## src/rtl/step_pkg.sv

```systemverilog
// step_pkg: shared definitions for the clock run/halt/single-step controller.
//   step_state_t   : FSM encoding (HALT=0, RUN=1, BURST=2)
//   CNT_W_DEF      : default burst length / remaining-edge counter width
//   DB_CYCLES_DEF  : default debounce window in clk cycles
package step_pkg;

  typedef enum logic [1:0] {
    HALT  = 2'd0,
    RUN   = 2'd1,
    BURST = 2'd2
  } step_state_t;

  localparam int CNT_W_DEF     = 8;
  localparam int DB_CYCLES_DEF = 16;

endpackage

```

## src/rtl/step_control_btn_sync.sv

```systemverilog
// btn_sync: front end for one asynchronous front-panel button.
//   2-flop synchronizer -> optional debounce -> registered rising-edge pulse.
//   Debounce is compiled in only when STEP_CTRL_DEBOUNCE_EN is defined.
// Ports:
//   clk  in  ungated system clock
//   rst  in  asynchronous active-high reset
//   btn  in  raw asynchronous button level
//   ev   out one-cycle event pulse per accepted press
module btn_sync #(
  parameter int DB_CYCLES = 16
) (
  input  logic clk,
  input  logic rst,
  input  logic btn,
  output logic ev
);

  if (DB_CYCLES < 2) begin : g_db_check
    $error("btn_sync: DB_CYCLES must be >= 2");
  end

  logic sync_1, sync_2;
  logic vld_1, vld_2;   // sync_2 holds a real pin sample once vld_2 is set
  logic filt;
  logic filt_q;
  logic armed;          // set once the button has been seen released

  always_ff @(posedge clk or posedge rst) begin
    if (rst) begin
      sync_1 <= 1'b0;
      sync_2 <= 1'b0;
      vld_1  <= 1'b0;
      vld_2  <= 1'b0;
    end else begin
      sync_1 <= btn;
      sync_2 <= sync_1;
      vld_1  <= 1'b1;
      vld_2  <= vld_1;
    end
  end

`ifdef STEP_CTRL_DEBOUNCE_EN
  localparam int DB_W = $clog2(DB_CYCLES);

  logic [DB_W-1:0] db_cnt;
  logic            filt_r;

  // Filtered level follows the synced level only after it has differed for
  // DB_CYCLES consecutive cycles; any return to the filtered level restarts.
  always_ff @(posedge clk or posedge rst) begin
    if (rst) begin
      db_cnt <= '0;
      filt_r <= 1'b0;
    end else if (sync_2 == filt_r) begin
      db_cnt <= '0;
    end else if (db_cnt == DB_W'(DB_CYCLES - 1)) begin
      db_cnt <= '0;
      filt_r <= sync_2;
    end else begin
      db_cnt <= db_cnt + DB_W'(1);
    end
  end

  assign filt = filt_r;
`else
  assign filt = sync_2;
`endif

  // The cleared synchronizer reads 0 right after reset, which would look like
  // a release. Arming waits for a genuine low sample so a button held through
  // reset release cannot fire until it is released and pressed again.
  always_ff @(posedge clk or posedge rst) begin
    if (rst) begin
      filt_q <= 1'b0;
      armed  <= 1'b0;
      ev     <= 1'b0;
    end else begin
      filt_q <= filt;
      armed  <= armed | (vld_2 & ~sync_2);
      ev     <= armed & filt & ~filt_q;
    end
  end

endmodule

```

## src/rtl/step_control.sv

```systemverilog
// step_control: run/halt/single-step controller producing the registered
// enable for the positive-edge clock gate in front of the CPU clock tree.
// Optional button debounce: define STEP_CTRL_DEBOUNCE_EN.
// Ports:
//   clk        in  ungated system clock (same net as the edge gate)
//   rst        in  asynchronous active-high reset
//   run_btn    in  async button, each press toggles free-run
//   step_btn   in  async button, press while halted starts one burst
//   burst_len  in  edges per burst, sampled at burst start, 0 means 1
//   halt_req   in  synchronous halt from the CPU, overrides buttons
//   en         out registered enable: 1 passes the next clk rising edge
//   running    out high in RUN or BURST
//   step_rem   out edges remaining in the current burst, 0 outside BURST
//   fsm_state  out current FSM state for observation
module step_control
  import step_pkg::*;
#(
  parameter int CNT_W     = CNT_W_DEF,
  parameter int DB_CYCLES = DB_CYCLES_DEF
) (
  input  logic             clk,
  input  logic             rst,
  input  logic             run_btn,
  input  logic             step_btn,
  input  logic [CNT_W-1:0] burst_len,
  input  logic             halt_req,
  output logic             en,
  output logic             running,
  output logic [CNT_W-1:0] step_rem,
  output step_state_t      fsm_state
);

  logic run_ev;
  logic step_ev;

  btn_sync #(.DB_CYCLES(DB_CYCLES)) u_run_sync (
    .clk (clk),
    .rst (rst),
    .btn (run_btn),
    .ev  (run_ev)
  );

  btn_sync #(.DB_CYCLES(DB_CYCLES)) u_step_sync (
    .clk (clk),
    .rst (rst),
    .btn (step_btn),
    .ev  (step_ev)
  );

  // en and running are registered alongside the state so en only changes just
  // after a rising edge and is stable for the whole period the gate samples.
  always_ff @(posedge clk or posedge rst) begin
    if (rst) begin
      fsm_state <= HALT;
      en        <= 1'b0;
      running   <= 1'b0;
      step_rem  <= '0;
    end else if (halt_req) begin
      fsm_state <= HALT;
      en        <= 1'b0;
      running   <= 1'b0;
      step_rem  <= '0;
    end else begin
      case (fsm_state)
        HALT: begin
          if (run_ev) begin
            fsm_state <= RUN;
            en        <= 1'b1;
            running   <= 1'b1;
          end else if (step_ev) begin
            fsm_state <= BURST;
            en        <= 1'b1;
            running   <= 1'b1;
            step_rem  <= (burst_len == '0) ? CNT_W'(1) : burst_len;
          end
        end
        RUN: begin
          if (run_ev) begin
            fsm_state <= HALT;
            en        <= 1'b0;
            running   <= 1'b0;
          end
        end
        BURST: begin
          // step_rem counts the edge being passed this cycle; at 1 this is
          // the final edge, so drop en for the following cycle.
          if (step_rem <= CNT_W'(1)) begin
            fsm_state <= HALT;
            en        <= 1'b0;
            running   <= 1'b0;
            step_rem  <= '0;
          end else begin
            step_rem <= step_rem - CNT_W'(1);
          end
        end
        default: begin
          fsm_state <= HALT;
          en        <= 1'b0;
          running   <= 1'b0;
          step_rem  <= '0;
        end
      endcase
    end
  end

endmodule
```

## config.mk

```make
export PLATFORM = sky130hd
export DESIGN_NAME = step_control
export DESIGN_NICKNAME = d
export VERILOG_FILES = /design/src/rtl/step_pkg.sv /design/src/rtl/step_control_btn_sync.sv /design/src/rtl/step_control.sv
export SDC_FILE = /design/constraint.sdc
export NUM_CORES = 1
export LEC_CHECK = 0
export BUFFER_PORTS_ARGS = -buffer_cell sky130_fd_sc_hd__buf_2
export CORE_UTILIZATION = 55
export CTS_CLUSTER_SIZE = 14
export DETAILED_ROUTE_END_ITERATION = 6
export PLACE_DENSITY = 0.9
export SLEW_MARGIN = 20
export SYNTH_ARGS = -nofsm -noshare
export SYNTH_HDL_FRONTEND = slang
export SYNTH_HIERARCHICAL = 1
export SYNTH_SLANG_ARGS = --single-unit
```

## constraint.sdc

```tcl
create_clock -name clk -period 4.85 [get_ports clk]
set_input_delay 0.485 -clock clk [delete_from_list [all_inputs] [get_ports clk]]
set_output_delay 0.485 -clock clk [all_outputs]
set_load 0.02 [all_outputs]
```

==> results of run 1 <==
==> layer usage <==
| layer | global-route usage, % | vias up |
|---|---|---|
| met5 | 0 | - |
| li1 | - | 439 |
| met4 | 6.373 | 0 |
| met2 | 35.88 | 53 |
| met1 | 30.37 | 465 |
| met3 | 4.050 | 2 |
==> worst max-delay path, cell delays in order, from the launching register on <==
cell and delay, ns:
dfrtp_1 0.47, inv_1 0.08, ha_1 0.25, or2_4 0.28, a311oi_4 0.56, inv_1 0.17
o31ai_2 0.19
==> cells in the mapped netlist (3+ instances only) <==
master / instances
a21o_1: 3
a21oi_1: 4
dfrtp_1: 25
inv_1: 12
nand2_1: 4
nand3_1: 3
nor2_1: 8
nor3_1: 5
o22ai_1: 3
==> metrics by stage <==
stage | setup WS, ns | hold WS [ns] | instance area, sq um
4_1_cts | 2.811 | 0.08290 | 1359
2_1_floorplan | 2.913 | 0.2884 | 1204
5_1_grt | 2.669 | 0.08684 | 1359
3_5_place_dp | 2.867 | 0.3395 | 1329
6_report | 2.778 | 0.07849 | 1359
3_3_place_gp | 2.948 | 0.3324 | 1329
==> worst paths after layout <==
kind,start,endpoint,cells after the start,slack (ns)
max in group asynchronous,rst,fsm_state[0],2,4.37
setup / recovery,step_rem[0],step_rem[1],6,2.78
hold reg to reg,u_step_sync/sync_1,u_step_sync/filt,0,0.37
hold / removal,rst,u_run_sync/ev,2,0.08
setup reg to reg,step_rem[0],step_rem[1],6,2.78
min in group clk,run_btn,u_run_sync/sync_1,1,0.28
==> final cells by class <==
| cell class | instances | share of cell area (%) |
|---|---|---|
| Sequential cell | 25 | 46.04 |
| Multi-Input combinational cell | 69 | 37.11 |
| Tap cell | 27 | 2.486 |
| Timing Repair Buffer | 24 | 8.840 |
| Clock buffer | 3 | 1.657 |
| Inverter | 12 | 3.315 |
| Clock inverter | 1 | 0.5525 |
==> power breakdown <==
part	internal (uW)	switching [uW]	total [uW]
clock	31.4	62.6	94.0
combinational	36.5	57.7	94.1
sequential	220	15.1	235
==> logic make-up after synthesis <==
family                     share of synthesized area [%]
and+or+nand+nor                                    16.53
AOI/OAI and AO/OA                                  20.27
DFF                                                51.98
buffers and inverters                              6.133
adders and majority gates                          2.079
other                                             0.6239
muxes                                              1.663
xor gates and xnor gates                          0.7278
==> impl_metrics.toml, run 1 <==
[floorplan]
dieArea_sq_um = 2379
start_util_pct = 60.12
core_region_area_sq_um = 2002
dieHeight_microns = 48.78
io_pins = 25
rows = 16
die_w_microns = 48.78

[timing]
post-route-period-util_pct = 42.72
worstMarginPinSlew_ns = 0.8569
fmax_mhz = 482.6
slew_violations = 0
clock_skew_ns = 0.01924
rsz0062_at_grt = "no"
fin_crit_ns = 2.072
slew_headroom_pct = 42.43
final_hold_viol_count = 0
setup_tns_ns = 0
setup_viol = 0

[clock_tree]
clkLatencyLatePin_ns = 0.32
root_buffer = "clkbuf_4"
hold_buffers = 0
clkSlewWorstSetupHoldPaths_ns = 0.15
cts_resized = 0
cts_tree = "yes"
cts_setup_buffers = 0
htreeDepth = 1
clock_path_buffers = 2
cts_buffers = 3
clock-sinks = 25

[layout]
area_growth_pct = 12.89
diodes = 0
nNetsFinal = 150
multiInputGateArea_sq_um = 504.2
reg.largest.list = "step_rem x8, fsm_state x2"
seq_area_sq_um = 625.6
utilization_pct = 67.88
final_cell_mix = "25 x dfrtp_1, 24 x buf_2, 12 x inv_1"
largest_reg_flops = 8
fin_cells = 161
top_register = "step_rem"
fillers = 150
drive_gt1_share_pct = 30.60
layout_commonest_cell = "dfrtp_1"

[detailed_routing]
drtPass1Iterations = 4
dr_wl_met2_microns = 1183
wl_met3_microns = 169
wire_per_inst_microns = 15.04
drt_iter0_markers = 34
drt_wl_total_microns = 2422
via_per_inst = 5.957
drc_errors = 0
highest_layer = "met4"
ant_nets = 0
vias = 959
met1_length_microns = 1051

[min_path]
hold_class = "primary input to asynchronous set/reset pin"

[logic_synthesis]
ys_types = 41
yosysTopAreaCell = "dfrtp_1"
ys_async_sr_fraction_pct = 100.0
syn_area_sq_um = 1204
synth_top_area_share_pct = 51.98
ys.flop_type = "dfrtp_1"
ys_warn_count = 6
synthTopCellsByArea = "dfrtp_1 52%, inv_1 3.7%, nor2_1 2.5%, a311oi_4 2.2%, ha_1 2.1%"
synth_fp_nets = 125
synth_edf_count = 0
syn_avg_cell_area_sq_um = 10.94
syn_inst = 110
synth-seq-cells = 25
seq_area_frac_synth_pct = 51.98

[run]
cap_violations = 0

[global_route]
grt_pass1_vias = 894
track_usage_pct = 22.12
grt_start_max_net_pins = 16
grt_antenna_before_repair = 0
grt.overflow.total = 0
grt_pass1_wl_microns = 4036

[place]
place.gp.congestion = 0.9170
io_buffers = 24
dp_hpwl_microns = 1804
dp.cells = 157

[critical_path]
required_ns = 5.10
start_kind = "register"
cp_max_fo = 10
worstPathArrival_ns = 2.32
critPathKind = "register to register"
worst_setup_path_end_kind = "register"

[power_and_ir_drop]
leakagePower_uw = 0.0006286
pwr_density_cell_nw_per_um2 = 311.8
ir_worst_vdd_v = 0.0002514
p_total_uw = 423.6

[outcome]
outcome = "finished, final reports clean"
Note: power is estimated with default switching activity, not from simulation.
==> run 2, diff against run 1 <==
--- a/config.mk
+++ b/config.mk
@@ -5,11 +5,12 @@
 export SDC_FILE = /design/constraint.sdc
 export NUM_CORES = 1
 export LEC_CHECK = 0
+export ABC_AREA = 1
 export BUFFER_PORTS_ARGS = -buffer_cell sky130_fd_sc_hd__buf_2
-export CORE_UTILIZATION = 55
+export CORE_UTILIZATION = 48
 export CTS_CLUSTER_SIZE = 14
 export DETAILED_ROUTE_END_ITERATION = 6
-export PLACE_DENSITY = 0.9
+export PLACE_DENSITY = 0.84
 export SLEW_MARGIN = 20
 export SYNTH_ARGS = -nofsm -noshare
 export SYNTH_HDL_FRONTEND = slang
==> constraint.sdc (replaced) <==
create_clock -name clk -period 1.7 [get_ports clk]
set_input_delay 0.17 -clock clk [delete_from_list [all_inputs] [get_ports clk]]
set_output_delay 0.17 -clock clk [all_outputs]
set_load 0.02 [all_outputs]
==> run 2 against run 1 <==
Final cell count rose by 39%. Worst hold slack improved by 0.082 ns. Fmax grew 35%. Highest routed layer unchanged. Cell area increased by 8.5%. First-iteration DRC count shrank 41%. Setup slack got worse by 2.6 ns. Synthesized area is 4.1% higher. Routed wire length rose by 1.3%. Synthesized cell count up 46%. Clock power rose to 2.7 times the previous value. Global-route usage is 2.1 points lower. Largest cell class unchanged. Critical path depth grew 5.
==> impl_metrics.toml, run 2 <==
[outcome]
outcome = "finished, final reports clean"

[clock_tree]
clock_path_buffers = 2
root_buffer = "clkbuf_4"
cts_tree = "yes"
htreeDepth = 1
cts_resized = 0
clkLatencyLatePin_ns = 0.31
clkSlewWorstSetupHoldPaths_ns = 0.13
cts_buffers = 3
clock-sinks = 25

[logic_synthesis]
ys.flop_type = "dfrtp_1"
synth-seq-cells = 25
yosysMostFrequentCell = "nand2_1"
yosys.area_share.adder_pct = 1.998
syn_avg_cell_area_sq_um = 7.779
ys_types = 20
synth-simple-area-share_pct = 34.57
synth_xor_area_share_pct = 0.6993
ys_async_sr_fraction_pct = 100.0
synth_mux_area_share_pct = 0
synth_top_area_share_pct = 49.95
synthTopCellsByCount = "62 x nand2_1, 25 x dfrtp_1, 23 x inv_1"
synth-compound-area-share_pct = 4.096
synth_edf_count = 0
ys_warn_count = 6
synth_fp_nets = 176
seq_area_frac_synth_pct = 49.95
syn_inst = 161
synthTopCellsByArea = "dfrtp_1 50%, nand2_1 19%, inv_1 6.9%, nand3_1 3.6%, nor2_1 3.0%"
syn_area_sq_um = 1252
synth_top_family_by_area = "simple AND/OR/NAND/NOR gates"
yosysTopAreaCell = "dfrtp_1"

[power_and_ir_drop]
leakagePower_uw = 0.0008505
ir_worst_vdd_v = 0.001044
pwr_density_cell_nw_per_um2 = 1625

[layout]
multiInputGateArea_sq_um = 525.5
utilization_pct = 59.49
fin_cells = 223
top_register = "step_rem"
diodes = 0
reg.largest.list = "step_rem x8, fsm_state x2"
fillers = 235
final_cell_mix = "62 x nand2_1, 25 x dfrtp_1, 24 x buf_2"
layout_commonest_cell = "nand2_1"
nNetsFinal = 209
drive_gt1_share_pct = 23.32
area_growth_pct = 17.68
seq_area_sq_um = 625.6
largest_reg_flops = 8

[min_path]
hold_class = "primary input to register"
whs_path_depth = 4

[timing]
fmax_mhz = 652.3
clock_skew_ns = 0.001895
setup_tns_ns = 0
final_hold_viol_count = 0
fin_crit_ns = 1.533
setup_viol = 0
slew_violations = 0
post-route-period-util_pct = 90.19
rsz0062_at_grt = "no"

[detailed_routing]
wire_per_inst_microns = 11.00
highest_layer = "met4"
via_per_inst = 4.946
drtPass1Iterations = 4
wl_met3_microns = 135
drt_wl_total_microns = 2453
drc_errors = 0
dr_wl_met2_microns = 1235
met1_length_microns = 1055
drt_iter0_markers = 20
vias = 1103
ant_nets = 0

[place]
io_buffers = 24
dp.cells = 214
place.gp.congestion = 0.8471
dp_hpwl_microns = 1889

[global_route]
grt_start_max_net_pins = 14
track_usage_pct = 20.01
grt_antenna_before_repair = 0
grt.overflow.total = 0
grt_pass1_vias = 979
grt_pass1_wl_microns = 3995

[floorplan]
io_pins = 25
dieHeight_microns = 53.08
dieArea_sq_um = 2817
core_region_area_sq_um = 2477
die_w_microns = 53.08
start_util_pct = 50.56
rows = 18

[critical_path]
worstPathArrival_ns = 1.79
worst_setup_path_end_kind = "register"
required_ns = 1.96
critPathKind = "register to register"
reg2regPathDepth = 11
start_kind = "register"
cp_max_fo = 7

[run]
cap_violations = 0
run 2: metal layers:
| metal | track usage [%] | vias to the layer above |
|---|---|---|
| met1 | 22.51 | 508 |
| met4 | 8.333 | 0 |
| met5 | 0 | - |
| met3 | 4.310 | 4 |
| met2 | 36.08 | 42 |
| li1 | - | 549 |
run 2: final timing paths:
check | start | slack (ns) | to
hold / removal | halt_req | 0.16 | running
hold reg to reg | u_step_sync/sync_1 | 0.36 | u_step_sync/filt
setup reg to reg | step_rem[0] | 0.17 | step_rem[4]
min in group asynchronous | rst | 0.32 | u_step_sync/vld_1
max in group asynchronous | rst | 0.99 | step_rem[0]
setup / recovery | step_rem[0] | 0.17 | step_rem[4]
run 2: final cells by class:
type	instances	share of cell area, %
clock buffers	4	1.783
multi-input cells	110	35.65
flip-flops and latches	25	42.44
repair buffers	29	11.21
well taps	30	2.547
inverters	25	6.367
run 2: report_power, final:
part           switching, uW  leakage (uW)  internal (uW)
logic                    825      0.000531            445
registers                157      0.000304            713
clock network            164     0.0000150           91.5
total                   1150      0.000851           1250
run 2: timing repair:
| item | CTS | global route |
|---|---|---|
| setup buffers | 0 | 2 |
| endpoints found under the setup margin | 0 | 1 |
| endpoints found under the hold margin | 27 | 0 |
| hold buffers | 3 | 0 |
run 2: cells by family (layout without fill, tap and decap cells):
logic type / after synthesis / after routing
buffers and inverters: 26 / 58
adders and majority gates: 2 / 2
DFF: 25 / 25
other: 2 / 2
AOI/OAI and AO/OA: 9 / 9
xor gates and xnor gates: 1 / 1
and+or+nand+nor: 96 / 96
run 2: critical path, cell delays in order, from the launching register on:
cell and delay [ns]:
dfrtp_1 0.43, buf_4 0.15, ha_1 0.20, inv_1 0.06
nand2_1 0.05, nand2_1 0.09, nor2_2 0.05, nor2_4 0.18
nand2_1 0.09, o21ai_1 0.08, nand2_1 0.06, nand2_1 0.05
run 2: metrics by stage:
step / total power [uW] / area [sq um] / hold slack [ns] / setup WS (ns)
after CTS: 2373 / 1459 / 0.1440 / 0.1539
final: 2396 / 1474 / 0.1607 / 0.1668
after global routing: 2593 / 1474 / 0.1635 / 0.01584
after global placement: 2086 / 1403 / 0.1197 / 0.2584
after floorplan: 1794 / 1252 / -0.02660 / 0.2002
after detailed placement: 2107 / 1403 / 0.1223 / 0.1828
==> run 3, diff against run 2 <==
--- a/config.mk
+++ b/config.mk
@@ -8,8 +8,10 @@
 export ABC_AREA = 1
 export BUFFER_PORTS_ARGS = -buffer_cell sky130_fd_sc_hd__buf_2
 export CORE_UTILIZATION = 48
+export CTS_BUF_LIST = sky130_fd_sc_hd__clkbuf_4 sky130_fd_sc_hd__clkbuf_8 sky130_fd_sc_hd__clkbuf_16
 export CTS_CLUSTER_SIZE = 14
 export DETAILED_ROUTE_END_ITERATION = 6
+export GPL_ROUTABILITY_DRIVEN = 0
 export PLACE_DENSITY = 0.84
 export SLEW_MARGIN = 20
 export SYNTH_ARGS = -nofsm -noshare
==> constraint.sdc (replaced) <==
create_clock -name clk -period 1.7 [get_ports clk]
set_input_delay 0.34 -clock clk [delete_from_list [all_inputs] [get_ports clk]]
set_output_delay 0.34 -clock clk [all_outputs]
set_load 0.02 [all_outputs]
==> run 3 against run 2 <==
Routed wire length shrank 1.2%. Register-to-register slack is essentially flat. Worst hold slack lost 0.036 ns. Critical path type unchanged.
==> impl_metrics.toml, run 3 (synthesis results as in run 2) <==
[floorplan]
core_region_area_sq_um = 2477
dieArea_sq_um = 2817
io_pins = 25
start_util_pct = 50.56
die_w_microns = 53.08
dieHeight_microns = 53.08
rows = 18

[layout]
multiInputGateArea_sq_um = 525.5
drive_gt1_share_pct = 24.08
final_cell_mix = "62 x nand2_1, 25 x dfrtp_1, 24 x buf_2"
seq_area_sq_um = 625.6
top_register = "step_rem"
fin_area_sq_um = 1458
layout_commonest_cell = "nand2_1"
reg.largest.list = "step_rem x8, fsm_state x2"
nNetsFinal = 207
utilization_pct = 58.84
largest_reg_flops = 8
area_growth_pct = 16.38
fillers = 239
diodes = 0

[place]
io_buffers = 24
place_area_sq_um = 1403
dp_hpwl_microns = 1889

[detailed_routing]
wire_per_inst_microns = 10.97
via_per_inst = 4.937
drtPass1Iterations = 4
drc_errors = 0
ant_nets = 0
drt_wl_total_microns = 2424
vias = 1091
drt_iter0_markers = 20

[clock_tree]
clock-sinks = 25
htreeDepth = 1
clock_path_buffers = 2
clkLatencyLatePin_ns = 0.31
cts_buffers = 3
clkSlewWorstSetupHoldPaths_ns = 0.12
root_buffer = "clkbuf_4"
cts_tree = "yes"

[min_path]
hold_class = "primary input to register"

[global_route]
grt_pass1_wl_microns = 3960
grt.overflow.total = 0
grt_start_max_net_pins = 14
track_usage_pct = 19.95
grt_pass1_vias = 967
grt_antenna_before_repair = 0

[critical_path]
cp_max_fo = 7
start_kind = "register"
critPathKind = "register to register"
worst_setup_path_end_kind = "register"
required_ns = 1.96
r2r_setup_slack_ns = 0.17
worstPathArrival_ns = 1.79

[power_and_ir_drop]
pwr_density_cell_nw_per_um2 = 1654
seqPwrFrac_pct = 36.1
leakagePower_uw = 0.0008456
power.share.combinational_pct = 52.5
ir_worst_vdd_v = 0.001041
swShare_pct = 47.62
power_switching_uw = 1148
power.share.clock_pct = 11.4
cellInternalPower_uw = 1263

[timing]
post-route-period-util_pct = 90.18
fin_crit_ns = 1.533
slew_violations = 0
clock_skew_ns = 0.006688
final_hold_viol_count = 0
setup_viol = 0
rsz0062_at_grt = "no"
fmax_mhz = 652.3
setup_tns_ns = 0

[outcome]
outcome = "finished, final reports clean"

[run]
cap_violations = 0
==> run 3: changes by cell type in the layout (fill, tap and decap cells not counted) <==
cell,before,now
clkbuf_4,3,4
dlygate4sd3_1,3,1
clkbuf_1,1,0
==> run 3: per-layer routing <==
metal	routed length, microns	GRT usage, %
met2	1205	35.23
met3	137	4.310
met1	1054	22.51
met4	27	9.649
met5	0	0
==> run 3: stage by stage <==
step | instances | worst slack (ns) | total power (uW) | hold WS (ns)
floorplan | 161 | 0.2002 | 1794 | 0.1434
global placement | 214 | 0.2584 | 2086 | 0.2897
detailed placement | 214 | 0.1828 | 2107 | 0.2923
CTS | 219 | 0.1539 | 2388 | 0.1113
global route | 221 | 0.01419 | 2605 | 0.1064
finish | 221 | 0.1670 | 2411 | 0.1251
==> run 3: final timing paths <==
kind | from | end | cells past startpoint
setup / recovery | step_rem[0] | step_rem[4] | 11
hold / removal | run_btn | u_run_sync/sync_1 | 1
setup reg to reg | step_rem[0] | step_rem[4] | 11
hold reg to reg | u_step_sync/sync_1 | u_step_sync/filt | 0
max in group asynchronous | rst | step_rem[0] | 3
min in group asynchronous | rst | u_step_sync/vld_1 | 3
==> run 3: final cells by class <==
cell class | count | share of cell area [%]
multi-input combinational | 110 | 36.05
sequential | 25 | 42.92
tap | 30 | 2.575
clock buffer | 4 | 2.060
inverter | 25 | 6.438
timing repair buffer | 27 | 9.957
==> run 3: power by group through the flow <==
stage               clock network (uW)  logic (uW)  registers, uW
global route                       304        1420            885
detailed placement                   0        1230            881
floorplan                            0         810            984
global placement                     0        1210            874
finish                             275        1270            870
CTS                                287        1230            869
==> run 3: critical path: stages, from the launching register on <==
cell     delay [ns]
dfrtp_1        0.43
buf_4          0.15
ha_1           0.20
inv_1          0.06
nand2_1        0.05
nand2_1        0.09
nor2_2         0.05
nor2_4         0.18
nand2_1        0.09
o21ai_1        0.08
nand2_1        0.06
nand2_1        0.05
==> run 3: what timing repair did <==
action / CTS / global route
resized for setup: 0 / 0
endpoints found under the hold margin: 14 / 0
setup endpoints to repair: 0 / 1
setup buffers: 0 / 2
hold buffers: 1 / 0
